<file path="config.mk">
export PLATFORM = sky130hd
export DESIGN_NAME = morse_key_sequencer
export DESIGN_NICKNAME = d
export VERILOG_FILES = /design/src/rtl/morse_key_sequencer.sv
export SDC_FILE = /design/constraint.sdc
export NUM_CORES = 1
export LEC_CHECK = 0
export CAP_MARGIN = 0
export CORE_UTILIZATION = 55
export CTS_BUF_LIST = sky130_fd_sc_hd__clkbuf_8
export CTS_CLUSTER_DIAMETER = 60
export DETAILED_ROUTE_END_ITERATION = 10
export PLACE_DENSITY = 0.75
export SYNTH_ARGS = -nofsm -noshare
export SYNTH_HDL_FRONTEND = slang
export SYNTH_SLANG_ARGS = --single-unit
</file>
<file path="constraint.sdc">
create_clock -name clk -period 2.62 [get_ports clk]
set_input_delay 0.524 -clock clk [delete_from_list [all_inputs] [get_ports clk]]
set_output_delay 0.524 -clock clk [all_outputs]
set_load 0.005 [all_outputs]
</file>
<file path="src/rtl/morse_key_sequencer.sv">
// Morse key sequencer: times key presses/releases in prescaled units and groups dot/dash elements into letters.
// States: IDLE no activity | MARK key down | SPACE key up inside a letter | EMIT letter offered | WGAP waiting for word gap
module morse_key_sequencer #(
  parameter logic [23:0] TICK_DIV         = 24'd2700000,
  parameter int unsigned DASH_UNITS       = 2,
  parameter int unsigned LETTER_GAP_UNITS = 2,
  parameter int unsigned WORD_GAP_UNITS   = 5
) (
  input  logic       clk,
  input  logic       rst_n,
  input  logic       key,
  input  logic       out_ready,
  output logic       code_valid,
  output logic [5:0] code_bits,
  output logic [2:0] code_len,
  output logic       code_err,
  output logic       word_gap
);

  typedef enum logic [2:0] {
    IDLE  = 3'd0,
    MARK  = 3'd1,
    SPACE = 3'd2,
    EMIT  = 3'd3,
    WGAP  = 3'd4
  } state_t;

  localparam logic [3:0]  DASH_U   = 4'(DASH_UNITS);
  localparam logic [3:0]  LETTER_U = 4'(LETTER_GAP_UNITS);
  localparam logic [3:0]  WORD_U   = 4'(WORD_GAP_UNITS);
  localparam logic [23:0] PRESC_TC = TICK_DIV - 24'd1;

  state_t      state, state_nxt;
  logic        key_q;
  logic        rise, fall, key_edge;
  logic [23:0] presc, presc_nxt;
  logic [3:0]  dur, dur_nxt;
  logic [5:0]  bits, bits_nxt;
  logic [2:0]  len, len_nxt;
  logic        err, err_nxt;
  logic        word_gap_nxt;
  logic        elem;
  logic        handshake;

  assign rise     = key & ~key_q;
  assign fall     = ~key & key_q;
  assign key_edge = rise | fall;

  always_comb begin
    presc_nxt = presc + 24'd1;
    dur_nxt   = dur;
    if (key_edge) begin
      presc_nxt = 24'd0;
      dur_nxt   = 4'd0;
    end else if (presc == PRESC_TC) begin
      presc_nxt = 24'd0;
      dur_nxt   = (dur == 4'd15) ? 4'd15 : dur + 4'd1;
    end
  end

  assign elem       = (dur >= DASH_U);
  assign code_valid = (state == EMIT);
  assign handshake  = code_valid & out_ready;

  // Gap thresholds compare the updated duration so the state moves on the edge that completes the unit.
  always_comb begin
    state_nxt    = state;
    bits_nxt     = bits;
    len_nxt      = len;
    err_nxt      = err;
    word_gap_nxt = 1'b0;
    case (state)
      IDLE: begin
        if (rise) state_nxt = MARK;
      end
      MARK: begin
        if (fall) begin
          if (len < 3'd6) begin
            bits_nxt = bits | ({5'd0, elem} << len);
            len_nxt  = len + 3'd1;
          end else begin
            err_nxt = 1'b1;
          end
          state_nxt = SPACE;
        end
      end
      SPACE: begin
        if (rise)                       state_nxt = MARK;
        else if (dur_nxt >= LETTER_U)   state_nxt = EMIT;
      end
      EMIT: begin
        if (handshake) begin
          bits_nxt  = 6'd0;
          len_nxt   = 3'd0;
          err_nxt   = 1'b0;
          state_nxt = key ? MARK : WGAP;
        end
      end
      WGAP: begin
        if (rise) begin
          state_nxt = MARK;
        end else if (dur_nxt >= WORD_U) begin
          word_gap_nxt = 1'b1;
          state_nxt    = IDLE;
        end
      end
      default: state_nxt = IDLE;
    endcase
  end

  always_ff @(posedge clk or negedge rst_n) begin
    if (!rst_n) begin
      state    <= IDLE;
      key_q    <= 1'b0;
      presc    <= 24'd0;
      dur      <= 4'd0;
      bits     <= 6'd0;
      len      <= 3'd0;
      err      <= 1'b0;
      word_gap <= 1'b0;
    end else begin
      state    <= state_nxt;
      key_q    <= key;
      presc    <= presc_nxt;
      dur      <= dur_nxt;
      bits     <= bits_nxt;
      len      <= len_nxt;
      err      <= err_nxt;
      word_gap <= word_gap_nxt;
    end
  end

  assign code_bits = bits;
  assign code_len  = len;
  assign code_err  = err;

endmodule

</file>
==> metrics.json <==
{
  "global_routing": {
    "grt_use_total_pct": 22.5,
    "grt_first_pass_wirelength_um": 7240,
    "antenna_found_initial": 0,
    "grt_max_degree": 44,
    "grt_use_met1_pct": 31.2,
    "grt_util_met2_pct": 33.8,
    "vias_in_the_first_global_route": 1616,
    "global_route_overflow": 0,
    "globalRouteMet3Util_pct": 3.65,
    "grt-busiest-layer": "met2"
  },
  "critical_path": {
    "slowest_delay_ns": 0.53,
    "startpoint": "presc[0]",
    "worst_ep_required_time_ns": 2.81,
    "setup.worst_path.end_class": "register",
    "critPathBufInv": 0,
    "arrival_ns": 2.45,
    "crit-reg2reg-launch": "presc[0]",
    "start_kind": "register",
    "crit_chain": "ha_1 > and4_1 > nand4_2 > or4_1 > nand2_1 > a31oi_1 > a22o_1",
    "critical-path-top-delay-family": "simple AND/OR/NAND/NOR gates",
    "cp_slowest_cell": "sky130_fd_sc_hd__or4_1",
    "setup.worst_path.class": "reg -> reg",
    "path_max_fanout": 7
  },
  "route": {
    "antenna_left": 0,
    "route.detailed.wl_per_inst_um": 14.0,
    "via_per_inst": 5.67,
    "wl_um": 4280,
    "drcViolationCount": 0,
    "dr.pass1.iters": 4,
    "drt_iter0_markers": 84,
    "vias": 1729
  },
  "cts": {
    "cts_repair_resize_count": 0,
    "postCtsSetupRepairBufs": 0,
    "cts-hold-fix-buffers": 0,
    "clock_tree_from_tritoncts": "built",
    "clk-insertion-delay-late_ns": 0.30,
    "tritoncts.num_buffers": 5,
    "cts_root_buf": "sky130_fd_sc_hd__clkbuf_8",
    "clock_sink_count": 43,
    "clk_pin_slew_worst_paths_ns": 0.08,
    "htree_num_levels": 2,
    "cts.path.max_buffers": 2
  },
  "layout": {
    "nNetsFinal": 266,
    "final_common_cell": "sky130_fd_sc_hd__nor2_1",
    "area_delta_synth_final_pct": 14.5,
    "number_of_antenna_repair_diodes": 0,
    "fillers": 300,
    "layout.cells.most_common_list": "47 x sky130_fd_sc_hd__nor2_1, 43 x sky130_fd_sc_hd__dfrtp_1, 17 x sky130_fd_sc_hd__nand2_1",
    "layout-drive-gt1-share_pct": 7.39,
    "stdcell_area_mm2": 0.00255
  },
  "sta": {
    "report.final.hold_viol_count": 0,
    "unrepaired_setup_endpoints_after_global_routing": "false",
    "fin_tns_setup_ns": 0,
    "period_minus_slack_ns": 2.26,
    "worst_hold_slack_ns": 0.358,
    "worstMarginPinSlew_ns": 0.925,
    "final.setup_skew_ns": 0.00501,
    "setup_viol": 0,
    "report.final.slew_viol_count": 0,
    "final.period_utilization_pct": 86.2,
    "slew_headroom_pct": 38.3,
    "max_clock_freq_mhz": 443
  },
  "synth": {
    "synth_fp_nets": 246,
    "ys_dominant_reg_cell": "sky130_fd_sc_hd__dfrtp_1",
    "postSynthRegisterBits": 43,
    "synthesis.area_per_instance_um2": 9.42,
    "async_reset_ff_share_pct": 100,
    "number_of_enable_flip_flop_cells_after_synthesis": 0,
    "syn-instance-count": 236,
    "synth_area_mm2": 0.00222,
    "post_synth_num_cell_types": 42,
    "sequential_share_of_the_synthesized_area_pct": 48.4,
    "ys_warn_count": 0
  },
  "place": {
    "gp_routability_congestion": 0.803,
    "number_of_buffers_inserted_by_port_buffering": 15,
    "detailedPlacementHpwl_um": 2970,
    "placed_cell_area_mm2": 0.00243
  },
  "die": {
    "io_pins": 16,
    "core_region_area_mm2": 0.00377,
    "core.rowCount": 22,
    "die_x_um": 65.6,
    "fp.dieArea_mm2": 0.00430,
    "initial_core_util_pct": 59.0,
    "overall_die_height_um": 65.6
  },
  "power_and_ir_drop": {
    "clkPwrFrac_pct": 32.5,
    "share_seq_of_total_power_pct": 47.6,
    "sw_frac_of_total_pct": 29.1,
    "net-switching-power_w": 0.000482,
    "cell_internal_pwr_w": 0.00117,
    "p_leak_nw": 1.15,
    "worst_ir_drop_vdd_v": 0.000376,
    "power_frac_comb_pct": 19.8,
    "power_per_cell_area_mw_per_mm2": 650,
    "p_total_w": 0.00166
  },
  "run_status": {
    "run_status": "complete, no violations"
  },
  "run": {
    "max_cap_violations": 0
  },
  "hold_path": {
    "holdCritPathClass": "in -> async"
  }
}
Yosys cell counts, types with 2 or more instances:
cell type,instances,area (um^2)
sky130_fd_sc_hd__a31oi_1,4,25.0
sky130_fd_sc_hd__xor2_1,12,105
sky130_fd_sc_hd__nand3_1,11,55.1
sky130_fd_sc_hd__xnor2_1,10,87.6
sky130_fd_sc_hd__and3_1,7,43.8
sky130_fd_sc_hd__or3_1,2,12.5
sky130_fd_sc_hd__buf_2,3,15.0
sky130_fd_sc_hd__ha_1,6,75.1
sky130_fd_sc_hd__nor2b_1,5,31.3
sky130_fd_sc_hd__nor4_1,3,18.8
sky130_fd_sc_hd__dfrtp_1,43,1080
sky130_fd_sc_hd__o22ai_1,2,12.5
sky130_fd_sc_hd__nand4_1,8,50.1
sky130_fd_sc_hd__nand2b_1,4,25.0
sky130_fd_sc_hd__nor2_1,47,176
sky130_fd_sc_hd__inv_1,8,30.0
sky130_fd_sc_hd__o21ai_0,6,30.0
sky130_fd_sc_hd__clkbuf_1,2,7.51
sky130_fd_sc_hd__a21oi_1,9,45.0
sky130_fd_sc_hd__nor3_1,6,30.0
sky130_fd_sc_hd__nand2_1,17,63.8
sequential cells by signal, summed over array words and instances, names as in the netlist:
name and flops:
presc 24, dur 4, code_err 1, state 3
key_q 1, code_bits 6, code_len 3, word_gap 1
worst paths after layout:
check | endpoint | slack (ns) | cells past startpoint
min reg2reg | presc[0] | 0.50 | 1
min in group clk | presc[0] | 0.50 | 1
max in group asynchronous | presc[8] | 1.70 | 1
max | state[2] | 0.36 | 7
max reg2reg | state[2] | 0.36 | 7
min | presc[20] | 0.36 | 1
through the flow:
stage	cells	setup WS [ns]	util (%)
2_1_floorplan	236	0.604	-
3_3_place_gp	297	0.134	64.4
3_5_place_dp	297	0.105	64.4
4_1_cts	305	0.354	67.5
5_1_grt	305	0.232	67.5
6_report	305	0.362	67.5
power by group through the flow:
stage	Clock (W)	Sequential, W	Combinational [W]
after floorplan	0	0.000777	0.000219
after global placement	0	0.000800	0.000323
after detailed placement	0	0.000801	0.000325
after CTS	0.000545	0.000788	0.000328
after global routing	0.000568	0.000802	0.000369
final	0.000539	0.000788	0.000329
cell families after synthesis:
logic type	count (synthesis)	synth area share, %
and+or+nand+nor	120	27.7
DFF	43	48.4
AOI/OAI and AO/OA	32	9.45
xor gates and xnor gates	22	8.67
buffers and inverters	13	2.36
adders and majority gates	6	3.38
routing by layer:
layer	up-vias	share of wire, %
met5	-	0
met4	0	2.2
met3	7	3.0
met2	31	44
met1	826	51
li1	865	-
cell type report:
| class | instances | area (um^2) | area share [%] |
|---|---|---|---|
| multi-input combinational | 180 | 1090 | 43.0 |
| sequential | 43 | 1080 | 42.3 |
| timing repair buffer | 18 | 168 | 6.58 |
| clock buffer | 6 | 82.6 | 3.24 |
| tap | 48 | 60.1 | 2.36 |
| clock inverter | 2 | 35.0 | 1.38 |
| inverter | 8 | 30.0 | 1.18 |
No activity file was read; power rests on OpenSTA's default activity.
